===== config.mk =====
export PLATFORM = sky130hd
export DESIGN_NAME = ssd_arbiter
export DESIGN_NICKNAME = d
export VERILOG_FILES = /design/src/rtl/ssd_pkg.sv /design/src/rtl/ssd_arbiter_rr_arb3.sv /design/src/rtl/ssd_arbiter.sv
export SDC_FILE = /design/constraint.sdc
export NUM_CORES = 1
export LEC_CHECK = 0
export ABC_AREA = 1
export CAP_MARGIN = 20
export CORE_AREA = 2 2 87 89
export DETAILED_ROUTE_END_ITERATION = 7
export DIE_AREA = 0 0 89 91
export PLACE_DENSITY = 0.79
export SKIP_CTS_REPAIR_TIMING = 1
export SLEW_MARGIN = 30
export SYNTH_ARGS = -nofsm -noshare
export SYNTH_HDL_FRONTEND = slang
export SYNTH_SLANG_ARGS = --single-unit

===== constraint.sdc =====
create_clock -name CLK -period 3.6 [get_ports CLK]
set_input_delay 0.72 -clock CLK [delete_from_list [all_inputs] [get_ports CLK]]
set_output_delay 0.72 -clock CLK [all_outputs]
set_load 0.005 [all_outputs]

===== src/rtl/ssd_pkg.sv =====
// Shared types and constants for the seven-segment display arbiter.
// Three requesters share one Binary_to_BCD converter and one display.
package ssd_pkg;

  localparam int NREQ  = 3;
  localparam int BIN_W = 10;
  localparam int BCD_W = 16;

  // Source index shown on the display when nobody owns it yet.
  localparam logic [1:0] SRC_NONE = 2'd3;

  typedef enum logic [1:0] {
    IDLE = 2'd0,
    CONV = 2'd1,
    HOLD = 2'd2
  } state_t;

  // Turns a one-hot grant into the requester index it selects.
  function automatic logic [1:0] onehot_to_idx(input logic [NREQ-1:0] oh);
    logic [1:0] idx;
    idx = 2'd0;
    for (int i = 0; i < NREQ; i++) begin
      if (oh[i]) idx = 2'(i);
    end
    return idx;
  endfunction

endpackage


===== src/rtl/ssd_arbiter_rr_arb3.sv =====
// Combinational three-way round-robin picker.
// The search starts just after the last granted requester so that
// every pending requester is served in rotation.
module rr_arb3
  import ssd_pkg::*;
(
  input  logic [NREQ-1:0] req,
  input  logic [1:0]      last_grant,
  output logic [NREQ-1:0] grant,
  output logic            valid
);

  // Priority chain rotated by the last grant; at most one bit is set.
  always_comb begin
    grant = '0;
    valid = |req;
    case (last_grant)
      2'd0: begin
        if      (req[1]) grant = 3'b010;
        else if (req[2]) grant = 3'b100;
        else if (req[0]) grant = 3'b001;
      end
      2'd1: begin
        if      (req[2]) grant = 3'b100;
        else if (req[0]) grant = 3'b001;
        else if (req[1]) grant = 3'b010;
      end
      default: begin
        if      (req[0]) grant = 3'b001;
        else if (req[1]) grant = 3'b010;
        else if (req[2]) grant = 3'b100;
      end
    endcase
  end

endmodule


===== src/rtl/ssd_arbiter.sv =====
// Display arbiter: grants one requester at a time, runs its value through
// the shared BCD converter, then keeps the result on the display for
// DWELL_CYC cycles before serving the next requester.
// Optional feature: define SSD_ARB_TMO_EN to abort a conversion that gets
// no bcd_done within TMO_CYC cycles and raise the sticky err flag.
module ssd_arbiter
  import ssd_pkg::*;
#(
  parameter int DWELL_CYC = 50_000_000,
  parameter int TMO_CYC   = 1023
) (
  input  logic             CLK,
  input  logic             RST,
  input  logic [NREQ-1:0]  req,
  input  logic [BIN_W-1:0] din0,
  input  logic [BIN_W-1:0] din1,
  input  logic [BIN_W-1:0] din2,
  output logic [NREQ-1:0]  ack,
  output logic             bcd_start,
  output logic [BIN_W-1:0] bcd_bin,
  input  logic             bcd_done,
  input  logic [BCD_W-1:0] bcd_in,
  output logic [BCD_W-1:0] disp_bcd,
  output logic [1:0]       disp_src,
  output logic             busy,
  output logic             err
);

  if (DWELL_CYC < 1 || DWELL_CYC > 134217727) begin : g_dwell_range
    $error("ssd_arbiter: DWELL_CYC must be in 1..2^27-1");
  end
  if (TMO_CYC < 1) begin : g_tmo_range
    $error("ssd_arbiter: TMO_CYC must be at least 1");
  end

  localparam logic [26:0] DWELL_LIM = 27'(DWELL_CYC - 1);

  state_t           state;
  state_t           next_state;
  logic [NREQ-1:0]  grant;
  logic             arb_valid;
  logic [1:0]       last_grant;
  logic [BIN_W-1:0] sel_din;
  logic [26:0]      dwell_cnt;
  logic             dwell_done;
  logic             take_grant;
  logic             take_done;
  logic             tmo_expire;

  rr_arb3 u_rr_arb3 (
    .req        (req),
    .last_grant (last_grant),
    .grant      (grant),
    .valid      (arb_valid)
  );

  // Operand of the requester the picker selected this cycle.
  always_comb begin
    sel_din = '0;
    case (grant)
      3'b001:  sel_din = din0;
      3'b010:  sel_din = din1;
      3'b100:  sel_din = din2;
      default: sel_din = '0;
    endcase
  end

  // State register.
  always_ff @(posedge CLK) begin
    if (!RST) state <= IDLE;
    else      state <= next_state;
  end

  // Next-state logic; requests are only looked at while idle.
  always_comb begin
    next_state = state;
    case (state)
      IDLE: if (arb_valid) next_state = CONV;
      CONV: begin
        if (bcd_done)        next_state = HOLD;
        else if (tmo_expire) next_state = IDLE;
      end
      HOLD: if (dwell_done) next_state = IDLE;
      default: next_state = IDLE;
    endcase
  end

  // Decoded per-state conditions shared by the FSM and the datapath.
  always_comb begin
    busy       = (state != IDLE);
    take_grant = (state == IDLE) && arb_valid;
    take_done  = (state == CONV) && bcd_done;
    dwell_done = (dwell_cnt >= DWELL_LIM);
  end

  // Grant pulses, operand latch, display latch and rotation pointer.
  always_ff @(posedge CLK) begin
    if (!RST) begin
      ack        <= '0;
      bcd_start  <= 1'b0;
      bcd_bin    <= '0;
      disp_bcd   <= '0;
      disp_src   <= SRC_NONE;
      last_grant <= 2'd2;
    end else begin
      ack       <= '0;
      bcd_start <= 1'b0;
      if (take_grant) begin
        ack        <= grant;
        bcd_start  <= 1'b1;
        bcd_bin    <= sel_din;
        last_grant <= onehot_to_idx(grant);
      end
      if (take_done) begin
        disp_bcd <= bcd_in;
        disp_src <= last_grant;
      end
    end
  end

  // Dwell counter: held at zero until HOLD, then counts up and saturates.
  always_ff @(posedge CLK) begin
    if (!RST)                               dwell_cnt <= '0;
    else if (state != HOLD)                 dwell_cnt <= '0;
    else if (!dwell_done)                   dwell_cnt <= dwell_cnt + 27'd1;
  end

`ifdef SSD_ARB_TMO_EN
  localparam int TMO_W = (TMO_CYC > 1) ? $clog2(TMO_CYC) : 1;
  localparam logic [TMO_W-1:0] TMO_LIM = TMO_W'(TMO_CYC - 1);

  logic [TMO_W-1:0] tmo_cnt;
  logic             tmo_hit;
  logic             err_flag;

  assign tmo_hit    = (tmo_cnt >= TMO_LIM);
  assign tmo_expire = (state == CONV) && !bcd_done && tmo_hit;
  assign err        = err_flag;

  // Timeout counter runs only while a conversion is outstanding.
  always_ff @(posedge CLK) begin
    if (!RST)                 tmo_cnt <= '0;
    else if (state != CONV)   tmo_cnt <= '0;
    else if (!tmo_hit)        tmo_cnt <= tmo_cnt + 1'b1;
  end

  // Sticky error flag, cleared only by reset.
  always_ff @(posedge CLK) begin
    if (!RST)            err_flag <= 1'b0;
    else if (tmo_expire) err_flag <= 1'b1;
  end
`else
  assign tmo_expire = 1'b0;
  assign err        = 1'b0;
`endif

endmodule


Word level (Yosys, flattened, before mapping) --
Cells that the tools add are included.
Cells by class: add/subtract/negate cells 1, $lt $le $gt $ge 1, equal/unequal tests 10, multiplexer cells 18, bitwise gates (word level) 1, reductions and logical operators 9
Operators by type and width (count):
- $pmux W10 S3 | 1
- $add A27 B1 Y27 const B | 1
- $ge A27 B26 Y1 const B | 1
- $mux W3 | 7
- $mux W2 | 5
- $ne A2 B2 Y1 const B | 4
- $pmux W2 S3 | 1
- $pmux W3 S2 | 1
- $eq A2 B1 Y1 const B | 2
- $logic_not A2 Y1 | 2
- $eq A3 B1 Y1 const B | 1
- $eq A3 B2 Y1 const B | 1
- $eq A3 B3 Y1 const B | 1
- $mux W1 | 3
- $reduce_and A3 Y1 | 1
- $reduce_or A3 Y1 | 1
- $eq A2 B2 Y1 const B | 1
- $logic_and A1 B1 Y1 | 2
- $reduce_and A2 Y1 | 1
- $reduce_bool A2 Y1 | 1
- $reduce_or A2 Y1 | 1
- $not A1 Y1 | 1
Storage, ports and cells: register bits 63, input bits 52

Logic depth before layout (Yosys ltp) --
depth in word-level cells 6, depth in mapped cells 13

Cells and area by module --
From an unflattened synthesis, not the netlist that was laid out.
Unflattened totals: cells, all modules 538, area total of the unflattened synthesis 3360.7 µm²
By module, submodules not included:
- ssd_arbiter | instances 1, cells each 519, area an instance 3283.1 µm², seq. area each 1261.2 µm²
- rr_arb3 | instances 1, cells each 19, area an instance 77.6 µm², seq. area each 0.0 µm²

Least setup slack after synthesis --
Ideal clock, no wire load.
kind register -> register, from reg dwell_cnt[0], to reg dwell_cnt[10], setup time 0.142 ns, data arrival time 1.561 ns, path slack 1.898 ns, cell stages (with the launch flop) 10, buffers on the path 1, period minus slack after synthesis 1.702 ns, cells stage by stage dfxtp_1 ha_1 nand3_2 nor2_4 nand2_1 nor2_2 nand2_4 buf_2 nand3_1 a21oi_2
Between the ends: cells in the longest elaborated chain, start to end 1, elaborated cells on any way between the ends 2, those cells by class 1 x add/sub; 1 x order compare
RTL lines:
- start, declared | RTL line ssd_arbiter.sv:44 | logic [26:0] dwell_cnt;
- start signal, assigned | RTL line ssd_arbiter.sv:125 | else if (!dwell_done) dwell_cnt <= dwell_cnt + 27'd1;
- $add A27 B1 Y27 / $ge A27 B26 Y1 (equally long branches) | RTL line ssd_arbiter.sv:125, ssd_arbiter.sv:93
Several ways; a longest one is shown, not always the timed one. A chain may end at the register's enable or synchronous reset.

==> impl_metrics.env <==
export IMPL_worstSetupPathType="primary input to flip-flop"
export IMPL_endpoint="last_grant[1]"
export IMPL_slew_viol_final=0
export IMPL_syn_cell_area_mm2=0.00349
export IMPL_timing_fmax_mhz=457
export IMPL_holdWs_ns=0.465
export IMPL_grt_pass1_vias=3446
export IMPL_hold_class="flip-flop to flip-flop"
export IMPL_netlist_top_cells_count="177 x nand2_1, 63 x dfxtp_1, 56 x nor2_1, 50 x nand3_1, 39 x a21oi_1"
export IMPL_track_usage=0.236
export IMPL_grt_pass1_wl_um=15200
export IMPL_root_buffer="clkbuf_8"
export IMPL_synth_cells=521
export IMPL_leakagePower_nw=1.63
export IMPL_cts_tree="yes"
export IMPL_r2r_slack_ns=1.43
export IMPL_cts_buffers_inserted=9
export IMPL_pin_count=86
export IMPL_setup_viol=0
export IMPL_finalWirelength_um=8890
export IMPL_fin_util=0.635
export IMPL_powerDensity_mw_per_mm2=364
export IMPL_required_ns=3.82
export IMPL_rr_worst_depth=9
export IMPL_vias=3502
export IMPL_yosysWarnings=0
export IMPL_grt_overflow=0
export IMPL_worst_setup_path_start_kind="primary input"
export IMPL_ys_flop_type="dfxtp_1"
export IMPL_ant_nets=0
export IMPL_routed_via_density=5.00
export IMPL_finalCritPeriodShare=0.608
export IMPL_h_tree_depth=3
export IMPL_gp_routability_congestion=0.968
export IMPL_place_ws_ns=1.07
export IMPL_arrival_ns=2.41
export IMPL_nets=650
export IMPL_finalCriticalPeriod_ns=2.19
export IMPL_fp_dieH_um=91
export IMPL_seq_area_frac_synth=0.362
export IMPL_core_area_mm2=0.00714
export IMPL_wl_per_cell_um=12.7
export IMPL_hold_viol_final=0
export IMPL_setup_tns_ns=0
export IMPL_rsz0062_at_grt="false"
export IMPL_critical_path_max_fanout=30
export IMPL_tightestPinTransition_ns=0.943
export IMPL_cp_end_kind="flip-flop"
export IMPL_synth_edf_count=0
export IMPL_relSlewSlack=0.371
export IMPL_ys_seq_elements=63
export IMPL_dp_hpwl_um=6490
export IMPL_status="completed"
export IMPL_initial_core_util=0.489
export IMPL_clock_sinks=63
export IMPL_vdd_drop_max_mv=0.204
export IMPL_synth_largest_area_cell="dfxtp_1"
export IMPL_synth_top_area_frac=0.362
export IMPL_r2r_end="dwell_cnt[20]"
export IMPL_clk_latency_ns=0.35
export IMPL_rows=31
export IMPL_syn_area_per_cell_um2=6.69
export IMPL_port_buffer_count=84
export IMPL_num_antenna_cells=0
export IMPL_die_w_um=89
export IMPL_first_pass_iters=5
export IMPL_drt_initial_drc_count=209
export IMPL_antenna_found_initial=0
export IMPL_setup_ws_ns=1.41
export IMPL_netlist_top_cells_area="dfxtp_1 36%, nand2_1 19%, nand3_1 7.2%"
export IMPL_max_cap_violations=0
export IMPL_clock_skew_ns=0.0137
export IMPL_die_area_mm2=0.00810
export IMPL_synth_most_common_cell="nand2_1"
export IMPL_drc=0
export IMPL_drive_gt1_frac=0.123
export IMPL_area_delta_synth_final_pct=29.9
export IMPL_synth_cell_types=31
export IMPL_async_reset_ff_frac=0
export IMPL_grt_max_degree=31
export IMPL_clockBufferDepth=2
export IMPL_crit_path_start="RST"
export IMPL_hp_start="bcd_bin[8]"
export IMPL_clk_pin_slew_ns=0.07
export IMPL_syn_nets=574
export IMPL_reg2reg_from="dwell_cnt[0]"
==> where the power goes <==
part | internal (mW) | total (mW) | switching, mW
registers | 0.736 | 0.757 | 0.0214
logic | 0.146 | 0.275 | 0.129
clock network | 0.320 | 0.619 | 0.299
==> sequential cells by signal, indices dropped and copies added (netlist names) <==
signal	flops
last_grant	2
dwell_cnt	27
state	2
disp_bcd	16
ack	3
bcd_bin	10
bcd_start	1
disp_src	2
==> through the flow <==
step                      cell area (µm²)  cells  power [mW]
after floorplan                      3490    521       0.891
after global placement               4330    685        1.04
after detailed placement             4330    685        1.05
after CTS                            4530    701        1.67
after global routing                 4530    701        1.73
final                                4530    701        1.65
==> layer usage <==
metal  wire length, µm  global-route usage  vias up  part of all wire
li1                  -                   -     1802                 -
met1              3830               0.288     1575              0.43
met2              4130               0.374      114              0.46
met3               768              0.0927       11             0.086
met4               157              0.0808        0             0.018
met5                 0                   0        -                 0
==> how the worst min path moves through the flow <==
stage | end | slack (ns) | cells after the start
after floorplan | dwell_cnt[26] | 0.44 | 2
after global placement | disp_bcd[14] | 0.45 | 2
after detailed placement | bcd_bin[0] | 0.46 | 2
after CTS | bcd_bin[8] | 0.47 | 2
after global routing | disp_bcd[12] | 0.49 | 2
final | bcd_bin[8] | 0.47 | 2
==> area by class of cell <==
class	instances	area [µm²]
tap	99	124
multi-input combinational	403	1960
clock inverter	7	72.6
inverter	34	128
timing repair buffer	86	856
clock buffer	9	124
fill	672	2610
sequential	63	1260
==> layout by cell type, fill, tap and decap left out, drive strengths merged <==
cell           instances
nand2                200
clkdlybuf4s50         84
nor2                  65
dfxtp                 63
a21oi                 59
nand3                 51
inv                   35
xor2                   9
clkbuf                 9
xnor2                  6
o21ai                  4
clkinv                 3
o211ai                 2
nand4                  2
clkinvlp               2
buf                    2
and3                   1
and2                   1
o41ai                  1
ha                     1
conb                   1
bufinv                 1
==> critical path, cell delays in order <==
cell and delay, ns:
clkdlybuf4s50_1 0.51, inv_1 0.74, nor2_1 0.14, inv_1 0.18, o21ai_0 0.11
==> logic make-up after synthesis <==
kind of cell,Yosys count,synth area share
buffers and inverters,55,0.0750
other,1,0.00108
XOR/XNOR,15,0.0377
adder cells (fa/ha/maj),1,0.00359
AND/OR/NAND/NOR,320,0.402
flip-flops,63,0.362
AO/OA/AOI/OAI,66,0.119
Power figures use the tool's default switching activity.
